$ cat src/rtl/scan_chain_loader.sv
// Scan-chain configuration loader: shifts a CHAIN_LEN-bit image MSB-first into the chain, one bit per SHIFT_DIV clocks.
// Optional macro SCAN_CHAIN_READBACK_EN adds rd_image_o, the chain contents displaced by the last completed load.
module scan_chain_loader #(
  parameter int unsigned CHAIN_LEN = 92,
  parameter int unsigned SHIFT_DIV = 1
) (
  input  logic                 clk_i,
  input  logic                 reset_i,
  input  logic                 start_i,
  input  logic [CHAIN_LEN-1:0] image_i,
  input  logic                 abort_i,
  output logic                 busy_o,
  output logic                 done_o,
  output logic                 cfg_valid_o,
  output logic                 scan_en_o,
  output logic                 scan_in_o,
  input  logic                 scan_out_i
`ifdef SCAN_CHAIN_READBACK_EN
  ,
  output logic [CHAIN_LEN-1:0] rd_image_o
`endif
);

  localparam int unsigned CNT_W = $clog2(CHAIN_LEN + 1);
  localparam int unsigned DIV_W = 4;

  typedef enum logic [1:0] {
    ST_IDLE  = 2'd0,
    ST_SHIFT = 2'd1,
    ST_DONE  = 2'd2
  } state_e;

  state_e               state_q, state_d;
  logic [CNT_W-1:0]     bit_cnt_q, bit_cnt_d;
  logic [DIV_W-1:0]     div_cnt_q, div_cnt_d;
  logic [CHAIN_LEN-1:0] shreg_q, shreg_d;
  logic                 busy_q, busy_d;
  logic                 done_q, done_d;
  logic                 cfg_valid_q, cfg_valid_d;
  logic                 scan_en_q, scan_en_d;
  logic                 scan_in_q, scan_in_d;

`ifdef SCAN_CHAIN_READBACK_EN
  logic [CHAIN_LEN-1:0] rb_q, rb_d;
  logic [CHAIN_LEN-1:0] rd_image_q, rd_image_d;
`else
  logic unused_scan_out;
  assign unused_scan_out = scan_out_i;
`endif

  // State and output registers
  always_ff @(posedge clk_i) begin
    if (reset_i) begin
      state_q     <= ST_IDLE;
      bit_cnt_q   <= '0;
      div_cnt_q   <= '0;
      shreg_q     <= '0;
      busy_q      <= 1'b0;
      done_q      <= 1'b0;
      cfg_valid_q <= 1'b0;
      scan_en_q   <= 1'b0;
      scan_in_q   <= 1'b0;
`ifdef SCAN_CHAIN_READBACK_EN
      rb_q        <= '0;
      rd_image_q  <= '0;
`endif
    end else begin
      state_q     <= state_d;
      bit_cnt_q   <= bit_cnt_d;
      div_cnt_q   <= div_cnt_d;
      shreg_q     <= shreg_d;
      busy_q      <= busy_d;
      done_q      <= done_d;
      cfg_valid_q <= cfg_valid_d;
      scan_en_q   <= scan_en_d;
      scan_in_q   <= scan_in_d;
`ifdef SCAN_CHAIN_READBACK_EN
      rb_q        <= rb_d;
      rd_image_q  <= rd_image_d;
`endif
    end
  end

  // Next-state and output decode
  always_comb begin
    state_d     = state_q;
    bit_cnt_d   = bit_cnt_q;
    div_cnt_d   = div_cnt_q;
    shreg_d     = shreg_q;
    busy_d      = 1'b0;
    done_d      = 1'b0;
    cfg_valid_d = cfg_valid_q;
    scan_en_d   = 1'b0;
    scan_in_d   = scan_in_q;
`ifdef SCAN_CHAIN_READBACK_EN
    // The chain tail is sampled on every edge the chain actually shifts
    rb_d        = scan_en_q ? {rb_q[CHAIN_LEN-2:0], scan_out_i} : rb_q;
    rd_image_d  = rd_image_q;
`endif

    case (state_q)
      ST_IDLE: begin
        if (start_i) begin
          shreg_d     = image_i;
          bit_cnt_d   = '0;
          div_cnt_d   = '0;
          cfg_valid_d = 1'b0;
          busy_d      = 1'b1;
          state_d     = ST_SHIFT;
        end
      end

      ST_SHIFT: begin
        busy_d = 1'b1;
        if (abort_i) begin
          busy_d  = 1'b0;
          state_d = ST_IDLE;
        end else if (bit_cnt_q == CNT_W'(CHAIN_LEN)) begin
          // Last bit was presented in the previous cycle and is clocked into the chain now
          done_d      = 1'b1;
          cfg_valid_d = 1'b1;
          state_d     = ST_DONE;
`ifdef SCAN_CHAIN_READBACK_EN
          rd_image_d  = rb_d;
`endif
        end else begin
          div_cnt_d = (div_cnt_q == DIV_W'(SHIFT_DIV - 1)) ? '0 : div_cnt_q + DIV_W'(1);
          if (div_cnt_q == '0) begin
            scan_en_d = 1'b1;
            scan_in_d = shreg_q[CHAIN_LEN-1];
            shreg_d   = {shreg_q[CHAIN_LEN-2:0], 1'b0};
            bit_cnt_d = bit_cnt_q + CNT_W'(1);
          end
        end
      end

      ST_DONE: begin
        state_d = ST_IDLE;
      end

      default: begin
        state_d = ST_IDLE;
      end
    endcase
  end

  assign busy_o      = busy_q;
  assign done_o      = done_q;
  assign cfg_valid_o = cfg_valid_q;
  assign scan_en_o   = scan_en_q;
  assign scan_in_o   = scan_in_q;
`ifdef SCAN_CHAIN_READBACK_EN
  assign rd_image_o  = rd_image_q;
`endif

endmodule

$ cat config.mk
export PLATFORM = sky130hd
export DESIGN_NAME = scan_chain_loader
export DESIGN_NICKNAME = d
export VERILOG_FILES = /design/src/rtl/scan_chain_loader.sv
export SDC_FILE = /design/constraint.sdc
export NUM_CORES = 1
export LEC_CHECK = 0
export BUFFER_PORTS_ARGS = -buffer_cell sky130_fd_sc_hd__buf_4
export CORE_ASPECT_RATIO = 0.6
export CORE_MARGIN = 2
export CORE_UTILIZATION = 25
export CTS_CLUSTER_SIZE = 20
export DETAILED_ROUTE_END_ITERATION = 10
export SYNTH_ARGS = -nofsm -noshare
export SYNTH_HDL_FRONTEND = slang
export SYNTH_SLANG_ARGS = --single-unit
export TNS_END_PERCENT = 5
$ cat constraint.sdc
create_clock -name clk_i -period 2.3 [get_ports clk_i]
set_input_delay 0.23 -clock clk_i [delete_from_list [all_inputs] [get_ports clk_i]]
set_output_delay 0.23 -clock clk_i [all_outputs]
set_load 0.1 [all_outputs]
=== Word level (Yosys, flattened, before mapping) ===
Cells that the tools add are included.

* Add/sub/neg operators: 2
* Equal/unequal tests: 8
* Multiplexer cells: 28
* Bitwise operators: 3
* Reductions and logical operators: 10

{| class="wikitable"
|+ Operators with widths
! operator !! number
|-
| 92-bit 2-to-1 mux || 4
|-
| 92-bit case mux with 2 select lines || 1
|-
| 7-bit 2-to-1 mux || 4
|-
| 4-bit 2-to-1 mux || 4
|-
| 7-bit case mux with 2 select lines || 1
|-
| 4-bit AND reduction || 3
|-
| 2-bit inequality test (second input constant) || 5
|-
| 4-bit case mux with 2 select lines || 1
|-
| 7-bit by 1-bit adder with 7-bit output (second input constant) || 1
|-
| 7-bit equality test (second input constant) || 1
|-
| 1-bit 2-to-1 mux || 7
|-
| 2-bit 2-to-1 mux || 3
|-
| 5-bit AND reduction || 1
|-
| 4-bit by 1-bit adder with 4-bit output (second input constant) || 1
|-
| 4-bit logical NOT || 1
|-
| 1-bit case mux with 2 select lines || 2
|-
| 2-bit case mux with 2 select lines || 1
|-
| 4-bit OR reduction || 1
|-
| 3-bit inequality test (second input constant) || 1
|-
| 1-bit NOT || 3
|-
| 3-bit OR reduction || 1
|-
| 2-bit by 1-bit equality test with 1-bit output (second input constant) || 1
|-
| 2-bit logical NOT || 1
|-
| 2-bit AND reduction || 1
|-
| 2-bit nonzero test || 1
|}

* Bits in registers: 110
* Input port bits: 97
* Output and inout port bits: 5
* Logic and storage cells: 60

=== Logic depth before layout (Yosys ltp) ===
* Depth in word-level cells: 5
* Depth in mapped cells: 8

=== Worst setup path after synthesis ===
Ideal clock, no wire load.

* Kind: register -> register
* Start point: reg bit_cnt_q[0]
* End point: reg shreg_q[10]
* Arrival: 1.531 ns
* Data required time: 2.154 ns
* Setup slack: 0.623 ns
* Cell stages (with the launch flop): 9
* Buffers on the path: 2
* Period minus slack after synthesis: 1.677 ns
* Cells stage by stage: dfxtp_1 -> inv_1 -> ha_1 -> nand3b_1 -> o211a_1 -> buf_4 -> buf_4 -> nor3_1 -> a211oi_2

* Word-level cells in the longest chain between the ends: 3

{| class="wikitable"
|+ RTL lines
! what !! RTL line !! RTL
|-
| start, declared || 34 || <nowiki>logic [CNT_W-1:0] bit_cnt_q, bit_cnt_d;</nowiki>
|-
| start signal, assigned || 69 || <nowiki>bit_cnt_q <= bit_cnt_d;</nowiki>
|-
| 7-bit equality test || 118 || <nowiki>end else if (bit_cnt_q == CNT_W'(CHAIN_LEN)) begin</nowiki>
|-
| 2-bit inequality test (no source line) || -- ||
|-
| 5-bit AND reduction (no source line) || -- ||
|-
| end signal, assigned || 71 || <nowiki>shreg_q <= shreg_d;</nowiki>
|-
| end, declared || 36 || <nowiki>logic [CHAIN_LEN-1:0] shreg_q, shreg_d;</nowiki>
|}

Every way passes these cells.
A chain may end at the register's enable or synchronous reset.

=== Worst setup path after layout ===
* Start point: reg div_cnt_q[0]
* End point: reg shreg_q[72]

* Word-level cells in the longest chain between the ends: 3

{| class="wikitable"
|+ RTL lines
! what !! RTL line !! RTL
|-
| start, declared || 35 || <nowiki>logic [DIV_W-1:0] div_cnt_q, div_cnt_d;</nowiki>
|-
| start signal, assigned || 70 || <nowiki>div_cnt_q <= div_cnt_d;</nowiki>
|-
| 4-bit logical NOT || 128 || <nowiki>if (div_cnt_q == '0) begin</nowiki>
|-
| 2-bit inequality test (no source line) || -- ||
|-
| 5-bit AND reduction (no source line) || -- ||
|}

Every way passes these cells.

==> results_dict.tcl <==
set metrics [dict create \
    syn_to_final_growth_pct 23.45 \
    ys.warnings.count 0 \
    dr.first_iter.drc_count 259 \
    finalWorstSetupSlack_ps 355.4 \
    fin_crit_sh_pct 84.55 \
    nets 703 \
    die_w_microns 196.3 \
    startpoint_type "flop" \
    hpwl_microns 9115 \
    synth-edff-count 0 \
    synth_cell_types 44 \
    clk_latency_ps 350 \
    power_mw 4.744 \
    cts_resized 0 \
    critPathRequiredTime_ps 2570 \
    numClockSinks 110 \
    fin_crit_ps 1945 \
    drive_gt1_share_pct 34.93 \
    synth_common_cells "110 x dfxtp_1, 93 x mux2i_1, 92 x nor3_1" \
    fillers 2250 \
    path_clk_slew_ps 70 \
    multi_input_area_sq_mm 0.002992 \
    hold_end "state_q[0]" \
    wl_per_cell_microns 15.77 \
    placementRows 42 \
    post-cts-setup-buffers 0 \
    dpl-instance-area_sq_mm 0.006543 \
    n_antenna_cell 0 \
    h-tree-depth 3 \
    synth_ff_type "dfxtp_1" \
    place_ws_ps 388.1 \
    cp-end-kind "flop" \
    synth.most_common_cell "dfxtp_1" \
    grtUsageTotal_pct 12.28 \
    path_max_fanout 41 \
    clockBufferDepth 2 \
    hold_slack_ps 126.4 \
    synth_seq_area_share_pct 39.72 \
    synth_nets 630 \
    avgViaCountPerCell 4.887 \
    synth-async-reset-ratio_pct 0 \
    placed_cells 877 \
    fmax_mhz 514.2 \
    wl_microns 14090 \
    num_vias 4364 \
    peakVddDrop_mv 0.3301 \
    cts_hold_buf 0 \
    synth.cell_area_sq_mm 0.005544 \
    synth_seq_cells 110 \
    dr.pass1.iters 4 \
    setup_viol 0 \
    core-area_sq_mm 0.02191 \
    cts_buffers 9 \
    finalNonFillerCells 893 \
    final-hold-violation-count 0 \
    drv_slew 0 \
    start_util_pct 25.30 \
    tns_ps 0 \
    cts_tree "done" \
    final_area_sq_mm 0.006844 \
    postSynthCellCount 529 \
    gr-total-overflow 0 \
    synth_top_area_share_pct 39.72 \
    regArea_sq_mm 0.002206 \
    die_h_microns 119.4 \
    synthTopCellsByArea "dfxtp_1 40%, mux2i_1 17%, a211oi_2 16%, nor3_1 8.3%, a211oi_1 2.7%" \
    r2r_slack_ps 360 \
    power.density_mw_per_mm2 693.1 \
    skew_ps 7.020 \
    max_slew_margin_pct 46.34 \
    critPathArrivalTime_ps 2220 \
    dieArea_sq_mm 0.02342 \
    gp_congestion 0.7800 \
    grt_max_degree 62 \
    final_util_pct 31.23 \
    min-delay-start "reset_i" \
    rsz0062_at_grt "no" \
    numPortBuffers 100 \
    r2r_start "div_cnt_q[0]" \
    ant_nets 0 \
    clock-root-buffer "clkbuf_16" \
    syn_area_per_cell_sq_um 10.48 \
    drc 0 \
    ioPinCount 102 \
    status "finished, final reports clean" \
    drv_cap 0 \
    min_path_cells 2 \
    r2r-end "shreg_q[72]" \
    antenna_found_initial 0 \
    crit_type "reg -> reg" \
    yosysTopAreaCell "dfxtp_1" \
    min_path_type "in -> reg" \
    worstRegToRegCells 7 \
    tightest_slew_ps 804.9 \
    grt_pass1_vias 4235 \
    grt_pass1_wl_microns 22830 \
    leakage_nw 2.455 \
]
[layout make-up]
type / instances / area share [%]
Timing Repair Buffer: 117 / 13.93
Multi-Input combinational cell: 355 / 43.71
Inverter: 9 / 0.4936
Tap cell: 286 / 5.229
Sequential cell: 110 / 32.23
Clock inverter: 4 / 0.6581
Clock buffer: 12 / 3.748
[layout by cell type (no fill, tap or decap), drive strengths merged, types with 2 or more instances in the layout]
master,instances
o21ai,5
nand3,5
dfxtp,110
a31oi,3
nor4,2
nor3b,2
buf,117
a21oi,6
and3,4
nor2,7
ha,4
o211ai,2
clkinv,4
inv,8
nand2,6
or4,3
nor3,92
mux2i,93
clkbuf,12
nor2b,2
nand2b,4
nand4,7
or2,2
a211oi,92
[worst max-delay path, cell delays in order (launching register included)]
cell and delay [ps]:
dfxtp_1 340, inv_1 90, ha_1 160, nor3b_2 250, o211a_4 240, buf_4 410, nor3_1 120, a211oi_2 210
[sequential cells by signal, summed over array words and instances (netlist names)]
signal       count
bit_cnt_q        7
busy_o           1
cfg_valid_o      1
div_cnt_q        4
done_o           1
scan_en_o        1
scan_in_o        1
shreg_q         92
state_q          2
[routing by layer]
layer	vias to the layer above	GRT usage [%]	part of all wire, %
li1	2155	-	-
met1	2096	17.64	52
met2	103	17.30	41
met3	10	4.361	6.5
met4	0	2.888	0.94
met5	-	0	0
[worst max path at each step]
stage / from / end / slack [ps]
finish: div_cnt_q[0] / shreg_q[72] / 360
global route: div_cnt_q[0] / shreg_q[76] / 180
CTS: div_cnt_q[0] / shreg_q[72] / 370
detailed placement: div_cnt_q[0] / shreg_q[73] / 390
global placement: div_cnt_q[0] / scan_in_o / 370
floorplan: bit_cnt_q[0] / shreg_q[10] / 620
[where the power goes]
group	internal (mW)	leakage (nW)	switching, mW
Combinational	0.446	1.39	0.508
Clock	0.901	0.152	0.719
Sequential	2.08	0.910	0.0945
Total	3.42	2.45	1.32
[logic make-up (layout without fill, tap and decap cells)]
| kind of cell | after synthesis | count (layout) | share of synthesized area (%) |
|---|---|---|---|
| and+or+nand+nor | 140 | 140 | 13.65 |
| DFF | 110 | 110 | 39.72 |
| AOI/OAI and AO/OA | 118 | 118 | 22.21 |
| muxes | 93 | 93 | 16.79 |
| buffers and inverters | 64 | 142 | 6.725 |
| adders and majority gates | 4 | 4 | 0.9028 |
No activity file was read; power rests on OpenSTA's default activity.
